==> src/rtl/sys_inst_sequencer_if.sv <==
// Instruction-source bus between the CPU fetch stage, the user instruction memory,
// the system ROM and the sequencer.
interface sys_inst_sequencer_if #(
  parameter int IDX_W = 4
);
  logic             sys_req;
  logic             sys_sel;
  logic             cpu_stall;
  logic [31:0]      rom_data;
  logic [31:0]      user_inst;
  logic [31:0]      inst_out;
  logic [IDX_W-1:0] rom_idx;
  logic             active;
  logic             pc_hold;
  logic             sys_ack;
  logic             done;
  logic             err;

  modport master (
    output sys_req, sys_sel, cpu_stall, rom_data, user_inst,
    input  inst_out, rom_idx, active, pc_hold, sys_ack, done, err
  );

  modport slave (
    input  sys_req, sys_sel, cpu_stall, rom_data, user_inst,
    output inst_out, rom_idx, active, pc_hold, sys_ack, done, err
  );
endinterface

==> src/rtl/sys_inst_sequencer.sv <==
// Hands the CPU instruction stream to a system ROM routine, drains the pipeline
// with NOPs, then returns control to user instruction memory.
//
// state | meaning
// IDLE  | user instructions pass through, waiting for a request edge
// ISSUE | PC frozen, ROM index walks the selected routine
// DRAIN | PC frozen, NOPs injected
// DONE  | single-cycle completion pulse, may accept a new request
module sys_inst_sequencer #(
  parameter int          IDX_W     = 4,
  parameter int          IN_BASE   = 1,
  parameter int          IN_LEN    = 4,
  parameter int          OUT_BASE  = 5,
  parameter int          OUT_LEN   = 5,
  parameter int          DRAIN_CYC = 2,
  parameter logic [31:0] NOP       = 32'h00000013
) (
  input logic           en,
  input logic           reset,
  sys_inst_sequencer_if.slave bus
);

  typedef enum logic [1:0] {
    S_IDLE,
    S_ISSUE,
    S_DRAIN,
    S_DONE
  } state_t;

  localparam logic [IDX_W-1:0] IN_B     = IDX_W'(IN_BASE);
  localparam logic [IDX_W-1:0] OUT_B    = IDX_W'(OUT_BASE);
  localparam logic [IDX_W-1:0] IN_REM   = IDX_W'(IN_LEN - 1);
  localparam logic [IDX_W-1:0] OUT_REM  = IDX_W'(OUT_LEN - 1);
  localparam logic [3:0]       DRN_INIT = 4'(DRAIN_CYC - 1);

  state_t           state_q, state_d;
  logic [IDX_W-1:0] idx_q, idx_d;
  logic [IDX_W-1:0] rem_q, rem_d;
  logic [3:0]       drn_q, drn_d;
  logic             req_d1;
  logic             req_edge;
  logic             ack_d, err_d;
  logic             active_q, pc_hold_q, done_q, ack_q, err_q;

  assign req_edge = bus.sys_req & ~req_d1;

  always_comb begin
    state_d = state_q;
    idx_d   = idx_q;
    rem_d   = rem_q;
    drn_d   = drn_q;
    ack_d   = 1'b0;
    err_d   = 1'b0;
    case (state_q)
      S_IDLE, S_DONE: begin
        state_d = S_IDLE;
        if (req_edge) begin
          idx_d   = bus.sys_sel ? OUT_B : IN_B;
          rem_d   = bus.sys_sel ? OUT_REM : IN_REM;
          state_d = S_ISSUE;
          ack_d   = 1'b1;
        end
      end
      S_ISSUE: begin
        err_d = req_edge;
        if (!bus.cpu_stall) begin
          if (rem_q == '0) begin
            drn_d   = DRN_INIT;
            state_d = S_DRAIN;
          end else begin
            idx_d = idx_q + IDX_W'(1);
            rem_d = rem_q - IDX_W'(1);
          end
        end
      end
      S_DRAIN: begin
        err_d = req_edge;
        if (!bus.cpu_stall) begin
          if (drn_q == 4'd0) state_d = S_DONE;
          else               drn_d   = drn_q - 4'd1;
        end
      end
      default: state_d = S_IDLE;
    endcase
  end

  always_comb begin
    bus.inst_out = bus.user_inst;
    case (state_q)
      S_ISSUE: bus.inst_out = bus.rom_data;
      S_DRAIN: bus.inst_out = NOP;
      default: bus.inst_out = bus.user_inst;
    endcase
  end

  // Status flags are registered from the next state so they align with it.
  always_ff @(posedge en) begin
    if (!reset) begin
      state_q   <= S_IDLE;
      idx_q     <= '0;
      rem_q     <= '0;
      drn_q     <= 4'd0;
      req_d1    <= 1'b0;
      active_q  <= 1'b0;
      pc_hold_q <= 1'b0;
      done_q    <= 1'b0;
      ack_q     <= 1'b0;
      err_q     <= 1'b0;
    end else begin
      state_q   <= state_d;
      idx_q     <= idx_d;
      rem_q     <= rem_d;
      drn_q     <= drn_d;
      req_d1    <= bus.sys_req;
      active_q  <= (state_d != S_IDLE);
      pc_hold_q <= (state_d == S_ISSUE) || (state_d == S_DRAIN);
      done_q    <= (state_d == S_DONE);
      ack_q     <= ack_d;
      err_q     <= err_d;
    end
  end

  assign bus.rom_idx = idx_q;
  assign bus.active  = active_q;
  assign bus.pc_hold = pc_hold_q;
  assign bus.done    = done_q;
  assign bus.sys_ack = ack_q;
  assign bus.err     = err_q;

endmodule
==> src/flat_wrapper.sv <==
// flat-port wrapper written by rule: the top's interface ports become plain ports
module sys_inst_sequencer_flat 
#(
  parameter int          IDX_W     = 4,
  parameter int          IN_BASE   = 1,
  parameter int          IN_LEN    = 4,
  parameter int          OUT_BASE  = 5,
  parameter int          OUT_LEN   = 5,
  parameter int          DRAIN_CYC = 2,
  parameter logic [31:0] NOP       = 32'h00000013
)
  (en, reset, bus_sys_req, bus_sys_sel, bus_cpu_stall, bus_rom_data, bus_user_inst, bus_inst_out, bus_rom_idx, bus_active, bus_pc_hold, bus_sys_ack, bus_done, bus_err);
  sys_inst_sequencer_if #(.IDX_W(IDX_W)) bus_i ();
  input logic en;
  input logic reset;
  input wire logic [$bits(bus_i.sys_req)-1:0] bus_sys_req;
  input wire logic [$bits(bus_i.sys_sel)-1:0] bus_sys_sel;
  input wire logic [$bits(bus_i.cpu_stall)-1:0] bus_cpu_stall;
  input wire logic [$bits(bus_i.rom_data)-1:0] bus_rom_data;
  input wire logic [$bits(bus_i.user_inst)-1:0] bus_user_inst;
  output wire logic [$bits(bus_i.inst_out)-1:0] bus_inst_out;
  output wire logic [$bits(bus_i.rom_idx)-1:0] bus_rom_idx;
  output wire logic [$bits(bus_i.active)-1:0] bus_active;
  output wire logic [$bits(bus_i.pc_hold)-1:0] bus_pc_hold;
  output wire logic [$bits(bus_i.sys_ack)-1:0] bus_sys_ack;
  output wire logic [$bits(bus_i.done)-1:0] bus_done;
  output wire logic [$bits(bus_i.err)-1:0] bus_err;
  assign bus_i.sys_req = bus_sys_req;
  assign bus_i.sys_sel = bus_sys_sel;
  assign bus_i.cpu_stall = bus_cpu_stall;
  assign bus_i.rom_data = bus_rom_data;
  assign bus_i.user_inst = bus_user_inst;
  assign bus_inst_out = bus_i.inst_out;
  assign bus_rom_idx = bus_i.rom_idx;
  assign bus_active = bus_i.active;
  assign bus_pc_hold = bus_i.pc_hold;
  assign bus_sys_ack = bus_i.sys_ack;
  assign bus_done = bus_i.done;
  assign bus_err = bus_i.err;
  sys_inst_sequencer #(.IDX_W(IDX_W), .IN_BASE(IN_BASE), .IN_LEN(IN_LEN), .OUT_BASE(OUT_BASE), .OUT_LEN(OUT_LEN), .DRAIN_CYC(DRAIN_CYC), .NOP(NOP)) u_core (.en(en), .reset(reset), .bus(bus_i));
endmodule
==> config.mk <==
export PLATFORM = sky130hd
export DESIGN_NAME = sys_inst_sequencer_flat
export DESIGN_NICKNAME = d
export VERILOG_FILES = /design/src/rtl/sys_inst_sequencer_if.sv /design/src/rtl/sys_inst_sequencer.sv /design/src/flat_wrapper.sv
export SDC_FILE = /design/constraint.sdc
export NUM_CORES = 1
export LEC_CHECK = 0
export ABC_AREA = 1
export CORE_ASPECT_RATIO = 1.1
export CORE_MARGIN = 2
export CORE_UTILIZATION = 25
export DETAILED_ROUTE_END_ITERATION = 8
export GPL_TIMING_DRIVEN = 0
export PLACE_DENSITY_LB_ADDON = 0.12
export SLEW_MARGIN = 25
export SYNTH_ARGS = -nofsm -noshare
export SYNTH_HDL_FRONTEND = slang
export SYNTH_SLANG_ARGS = --single-unit
==> constraint.sdc <==
create_clock -name en -period 5.35 [get_ports en]
set_input_delay 0.535 -clock en [delete_from_list [all_inputs] [get_ports en]]
set_output_delay 0.535 -clock en [all_outputs]
set_load 0.01 [all_outputs]
==> impl_metrics.py, run 1 <==
metrics = {
    "die": {
        "initial_utilization": 0.2583,
        "core_sq_mm": 0.005769,
        "num_rows": 29,
        "die-width_microns": 77.61,
        "dieArea_sq_mm": 0.006595,
        "die-height_microns": 84.98,
        "boundaryPins": 110,
    },
    "route": {
        "top_layer_used": "met4",
        "vias": 1769,
        "drc": 0,
        "wl_per_cell_microns": 13.05,
        "viasPerCell": 4.325,
        "firstDrtPassIters": 6,
        "met1_length_microns": 2188,
        "routed_wl_microns": 5338,
        "drt_iter0_markers": 61,
        "wl_met2_microns": 2895,
        "ant_nets": 0,
        "dr_wl_met3_microns": 212,
    },
    "clock_network": {
        "path_clk_slew_ns": 0.07,
        "cts_resized": 0,
        "htreeDepth": 1,
        "hold_buffers": 0,
        "clk_latency_ns": 0.27,
        "postCtsSetupBuffers": 0,
        "tritoncts": "yes",
        "clock-sinks": 20,
        "cts_buffers": 3,
        "clockBufferDepth": 2,
        "cts_root_buffer": "clkbuf_8",
    },
    "worst_setup_path": {
        "cp-end-kind": "output pin",
        "worst_path_dominant_cell_family": "buffers and inverters",
        "max_stage_delay_ns": 0.56,
        "arrival_ns": 2.28,
        "cp_slowest_cell": "clkdlybuf4s50_1",
        "r2r_setup_slack_ns": 3.47,
        "worstPathRequired_ns": 4.82,
        "critPathLaunchType": "register",
        "path_buf_inv": 4,
        "cp_max_fo": 10,
        "path_class": "register to output pin",
        "path_cells": "inv_1, ha_1, buf_4, clkbuf_1, a22o_1, clkdlybuf4s50_1",
    },
    "finish": {
        "area_delta_synth_final_pct": 84.47,
        "final_cell_mix": "clkdlybuf4s50_1 (109), nand2_1 (53), inv_1 (31)",
        "final_common_cell": "clkdlybuf4s50_1",
        "antenna_cells": 0,
        "nets": 411,
        "drive_above_1_share": 0.06024,
    },
    "timing": {
        "period_minus_slack_ns": 2.816,
        "timing.final.crit_share": 0.5264,
        "rsz0062_at_grt": "false",
        "worst_slew_pin_slew_ns": 0.4808,
        "timing.setup.tns_ns": 0,
        "final_max_slew_viol_count": 0,
        "slew_headroom": 0.6795,
        "hold_viol_final": 0,
        "setup_viol": 0,
        "fin_skew_ns": 0.009192,
        "fmax_ghz": 0.3551,
    },
    "min_path": {
        "hp-class": "register to register",
    },
    "pwr": {
        "ir_worst_vdd_v": 0.0001287,
        "p_total_uw": 587.3,
        "p_leak_nw": 1.186,
        "p_per_area_mw_per_mm2": 213.7,
    },
    "grt": {
        "grt_pass1_wl_microns": 8314,
        "grt_antenna_before_repair": 0,
        "grt_use_total": 0.1569,
        "grt_pass1_vias": 1582,
        "overflow": 0,
        "grt_max_degree": 13,
    },
    "synthesis": {
        "synth_largest_area_cell": "dfxtp_1",
        "synth_area_sq_mm": 0.001490,
        "ys_seq_elements": 20,
        "seq_area_frac_synth": 0.2687,
        "postSynthAreaPerCell_sq_um": 6.804,
        "synth.area.top_cells": "dfxtp_1 (27%), a22o_1 (17%), nand2_1 (13%)",
        "synth_top_area_frac": 0.2687,
        "synth_nets": 297,
        "ys_types": 24,
        "postSynthCellCount": 219,
        "synth_warnings": 0,
    },
    "status": {
        "status": "complete, no violations",
    },
    "placed_design": {
        "hpwlAfterDp_microns": 4367,
        "numPortBuffers": 109,
        "gp_congestion": 0.7271,
    },
    "flow_run": {
        "maxCapViolations": 0,
    },
}
metrics by stage:
stage | std cells | instance area, sq um | worst slack, ns | hold slack, ns | util
2_1_floorplan | 219 | 1490 | 3.504 | 0.4205 | -
3_3_place_gp | 405 | 2678 | 2.823 | 0.4384 | 0.4641
3_5_place_dp | 405 | 2678 | 2.835 | 0.4414 | 0.4641
4_1_cts | 409 | 2749 | 2.537 | 0.4517 | 0.4765
5_1_grt | 409 | 2749 | 2.409 | 0.4723 | 0.4765
6_report | 409 | 2749 | 2.534 | 0.4454 | 0.4765
state kept, by name (all words and copies together), names as in the netlist:
name	count
u_core.bus.rom_idx	4
u_core.state_q	2
u_core.bus.err	1
u_core.drn_q	4
u_core.bus.sys_ack	1
u_core.rem_q	4
u_core.bus.done	1
u_core.bus.pc_hold	1
u_core.bus.active	1
u_core.req_d1	1
synthesized netlist by cell type (all sizes together):
cell / n
xnor2: 1
or2: 1
inv: 33
ha: 9
nor3: 2
nand4: 1
a22o: 29
nand3: 8
nor2: 29
o31ai: 1
buf: 6
dfxtp: 20
o21ai: 12
nand2: 54
clkbuf: 4
a21oi: 9
routing by layer:
layer | vias to the layer above | track usage
met1 | 784 | 0.1834
met4 | 0 | 0.03409
met3 | 4 | 0.03191
li1 | 941 | -
met2 | 40 | 0.2923
met5 | - | 0
logic make-up after synthesis:
| kind of cell | Yosys count | share of synthesized area |
|---|---|---|
| AND/OR/NAND/NOR | 95 | 0.2796 |
| buffers and inverters | 43 | 0.1243 |
| adder cells (fa/ha/maj) | 9 | 0.07557 |
| XOR/XNOR | 1 | 0.005878 |
| AO/OA/AOI/OAI | 51 | 0.2460 |
| flip-flops | 20 | 0.2687 |
worst paths after layout:
path                                            to               from  depth (start not counted)
worst max-delay path               bus_inst_out[3]  u_core.state_q[0]                          6
worst min-delay path                u_core.bus.err      u_core.req_d1                          1
worst max register to register  u_core.bus.pc_hold  u_core.state_q[0]                         11
worst min register to register      u_core.bus.err      u_core.req_d1                          1
power by group:
part           switching, mW  total, mW  leakage [nW]  internal, mW
Combinational          0.113      0.263         0.987         0.150
Clock                 0.0543      0.154        0.0357         0.100
Sequential           0.00991      0.170         0.163         0.160
Total                  0.177      0.587          1.19         0.410
layout make-up:
class / instances / area [sq um]
timing repair buffer: 109 / 1091
sequential: 20 / 400.4
clock inverter: 1 / 30.03
multi-input combinational: 156 / 904.6
clock buffer: 3 / 41.29
buffer: 10 / 58.81
inverter: 33 / 126.4
fill: 563 / 3020
tap: 77 / 96.34
No activity file was read; power rests on OpenSTA's default activity.
==> inputs of run 2 (changes only) <==
==> constraint.sdc (replaced) <==
create_clock -name en -period 2.43 [get_ports en]
set_input_delay 0.243 -clock en [delete_from_list [all_inputs] [get_ports en]]
set_output_delay 0.243 -clock en [all_outputs]
set_load 0.01 [all_outputs]
==> run 2 against run 1 <==
Power is 120% higher. Non-clock buffer count is 6 higher. Die area stayed put. First-iteration DRC count is 18% higher. Worst hold slack hardly changed. Largest cell class unchanged. Register-to-register slack worse by 3.0 ns. Global-route usage stayed put. Highest routed layer unchanged. Clock power is 120% higher. Final area is 4.7% higher. Largest power group unchanged. Combinational power is 120% higher.
==> impl_metrics.py, run 2 (same netlist as run 1, synthesis figures left out) <==
metrics = {
    "status": {
        "status": "complete, no violations",
    },
    "finish": {
        "final_cell_mix": "clkdlybuf4s50_1 (79), nand2_1 (53), inv_1 (31)",
        "drive_above_1_share": 0.08580,
        "fillers": 560,
        "nets": 417,
        "layoutNonFillerInstCount": 415,
        "area_delta_synth_final_pct": 93.20,
        "final_common_cell": "clkdlybuf4s50_1",
        "antenna_cells": 0,
    },
    "timing": {
        "timing.setup.tns_ns": 0,
        "worst_slew_pin_slew_ns": 0.4850,
        "timing.final.crit_share": 0.9616,
        "final_max_slew_viol_count": 0,
        "fmax_ghz": 0.4280,
        "setup_viol": 0,
        "period_minus_slack_ns": 2.337,
        "worst_slack_ns": 0.09331,
        "fin_skew_ns": 0.007127,
        "hold_viol_final": 0,
        "slew_headroom": 0.6767,
        "rsz0062_at_grt": "false",
    },
    "clock_network": {
        "cts_buffers": 3,
        "clockBufferDepth": 2,
        "clock-sinks": 20,
        "cts_root_buffer": "clkbuf_8",
        "hold_buffers": 0,
        "htreeDepth": 1,
        "path_clk_slew_ns": 0.07,
        "clk_latency_ns": 0.27,
        "tritoncts": "yes",
    },
    "worst_setup_path": {
        "arrival_ns": 2.09,
        "ff2ff_path_depth": 12,
        "cp_max_fo": 10,
        "reg2reg_to": "u_core.bus.pc_hold",
        "critPathLaunchType": "register",
        "worstPathRequired_ns": 2.19,
        "cp-end-kind": "output pin",
        "r2r_setup_slack_ns": 0.48,
        "reg2reg_from": "u_core.state_q[0]",
        "path_class": "register to output pin",
    },
    "grt": {
        "grt_pass1_vias": 1579,
        "grt_use_total": 0.1569,
        "grt_antenna_before_repair": 0,
        "grt_max_degree": 13,
        "overflow": 0,
        "grt_pass1_wl_microns": 8314,
    },
    "route": {
        "firstDrtPassIters": 4,
        "ant_nets": 0,
        "wl_per_cell_microns": 13.32,
        "routed_wl_microns": 5526,
        "drc": 0,
        "viasPerCell": 4.359,
        "vias": 1809,
        "drt_iter0_markers": 72,
    },
    "placed_design": {
        "numPortBuffers": 109,
        "hpwlAfterDp_microns": 4367,
        "gp_congestion": 0.7271,
        "place_inst": 405,
        "place_ws_ns": 0.2067,
    },
    "die": {
        "num_rows": 29,
        "boundaryPins": 110,
        "die-height_microns": 84.98,
        "core_sq_mm": 0.005769,
        "die-width_microns": 77.61,
        "initial_utilization": 0.2583,
        "dieArea_sq_mm": 0.006595,
    },
    "pwr": {
        "ir_worst_vdd_v": 0.0002835,
        "p_per_area_mw_per_mm2": 446.4,
        "p_leak_nw": 1.520,
    },
    "min_path": {
        "min_path_cells": 1,
        "min_from": "u_core.req_d1",
        "hold_end": "u_core.bus.err",
        "hp-class": "register to register",
    },
    "flow_run": {
        "maxCapViolations": 0,
    },
}
[run 2: changes by cell type in the layout (fill, tap and decap cells not counted), sizes merged]
| cell | previous run | this run |
|---|---|---|
| dlymetal6s2s | 0 | 26 |
| clkdlybuf4s50 | 109 | 79 |
| buf | 6 | 12 |
| dlygate4sd2 | 0 | 4 |
[run 2: worst max path at each step]
stage,startpoint,endpoint,cells after the start
after global routing,u_core.state_q[0],bus_inst_out[22],7
after global placement,u_core.state_q[0],bus_inst_out[3],6
after floorplan,u_core.state_q[0],u_core.bus.pc_hold,11
after CTS,u_core.state_q[0],bus_inst_out[28],7
final,u_core.state_q[0],bus_inst_out[22],7
after detailed placement,u_core.state_q[0],bus_inst_out[3],6
[run 2: report_power, final]
part           internal, mW  total (mW)  switching (mW)  leakage, nW
clock                 0.220       0.338           0.118       0.0357
sequential            0.353       0.375          0.0217        0.163
combinational         0.321       0.573           0.252         1.32
[run 2: layout make-up]
class                      instances  area (sq um)  area share
timing repair buffer             115          1196      0.4155
multi-input combinational        156         909.6      0.3159
sequential                        20         400.4      0.1391
inverter                          33         126.4     0.04389
tap                               77         96.34     0.03346
buffer                            10         78.83     0.02738
clock buffer                       3         41.29     0.01434
clock inverter                     1         30.03     0.01043
[run 2: worst max-delay path, cell delays in order (launching register included)]
cell             delay (ns)
dfxtp_1                0.34
inv_1                  0.07
ha_1                   0.29
buf_4                  0.18
nor2_4                 0.15
buf_6                  0.15
a22o_1                 0.12
clkdlybuf4s50_1        0.53
[run 2: layer usage]
layer,global-route usage,vias to the layer above,wire length [microns]
met5,0,-,0
met4,0.03409,0,42
met3,0.03191,4,242
met2,0.2915,44,3032
met1,0.1840,808,2209
li1,-,953,-
[run 2: repair_timing]
item / 4_1_cts / 5_1_grt
setup buffers: 0 / 6
setup endpoints to repair: 31 / 28
gates resized for setup: 10 / 29
[run 2: per-stage QoR]
| step | instance area, sq um | total power, mW | utilization | hold WS [ns] |
|---|---|---|---|---|
| 2_1_floorplan | 1490 | 0.6548 | - | 0.3365 |
| 3_3_place_gp | 2678 | 0.9613 | 0.4641 | 0.4384 |
| 3_5_place_dp | 2678 | 0.9655 | 0.4641 | 0.4414 |
| 4_1_cts | 2756 | 1.307 | 0.4778 | 0.4517 |
| 5_1_grt | 2879 | 1.367 | 0.4990 | 0.4723 |
| 6_report | 2879 | 1.285 | 0.4990 | 0.4454 |
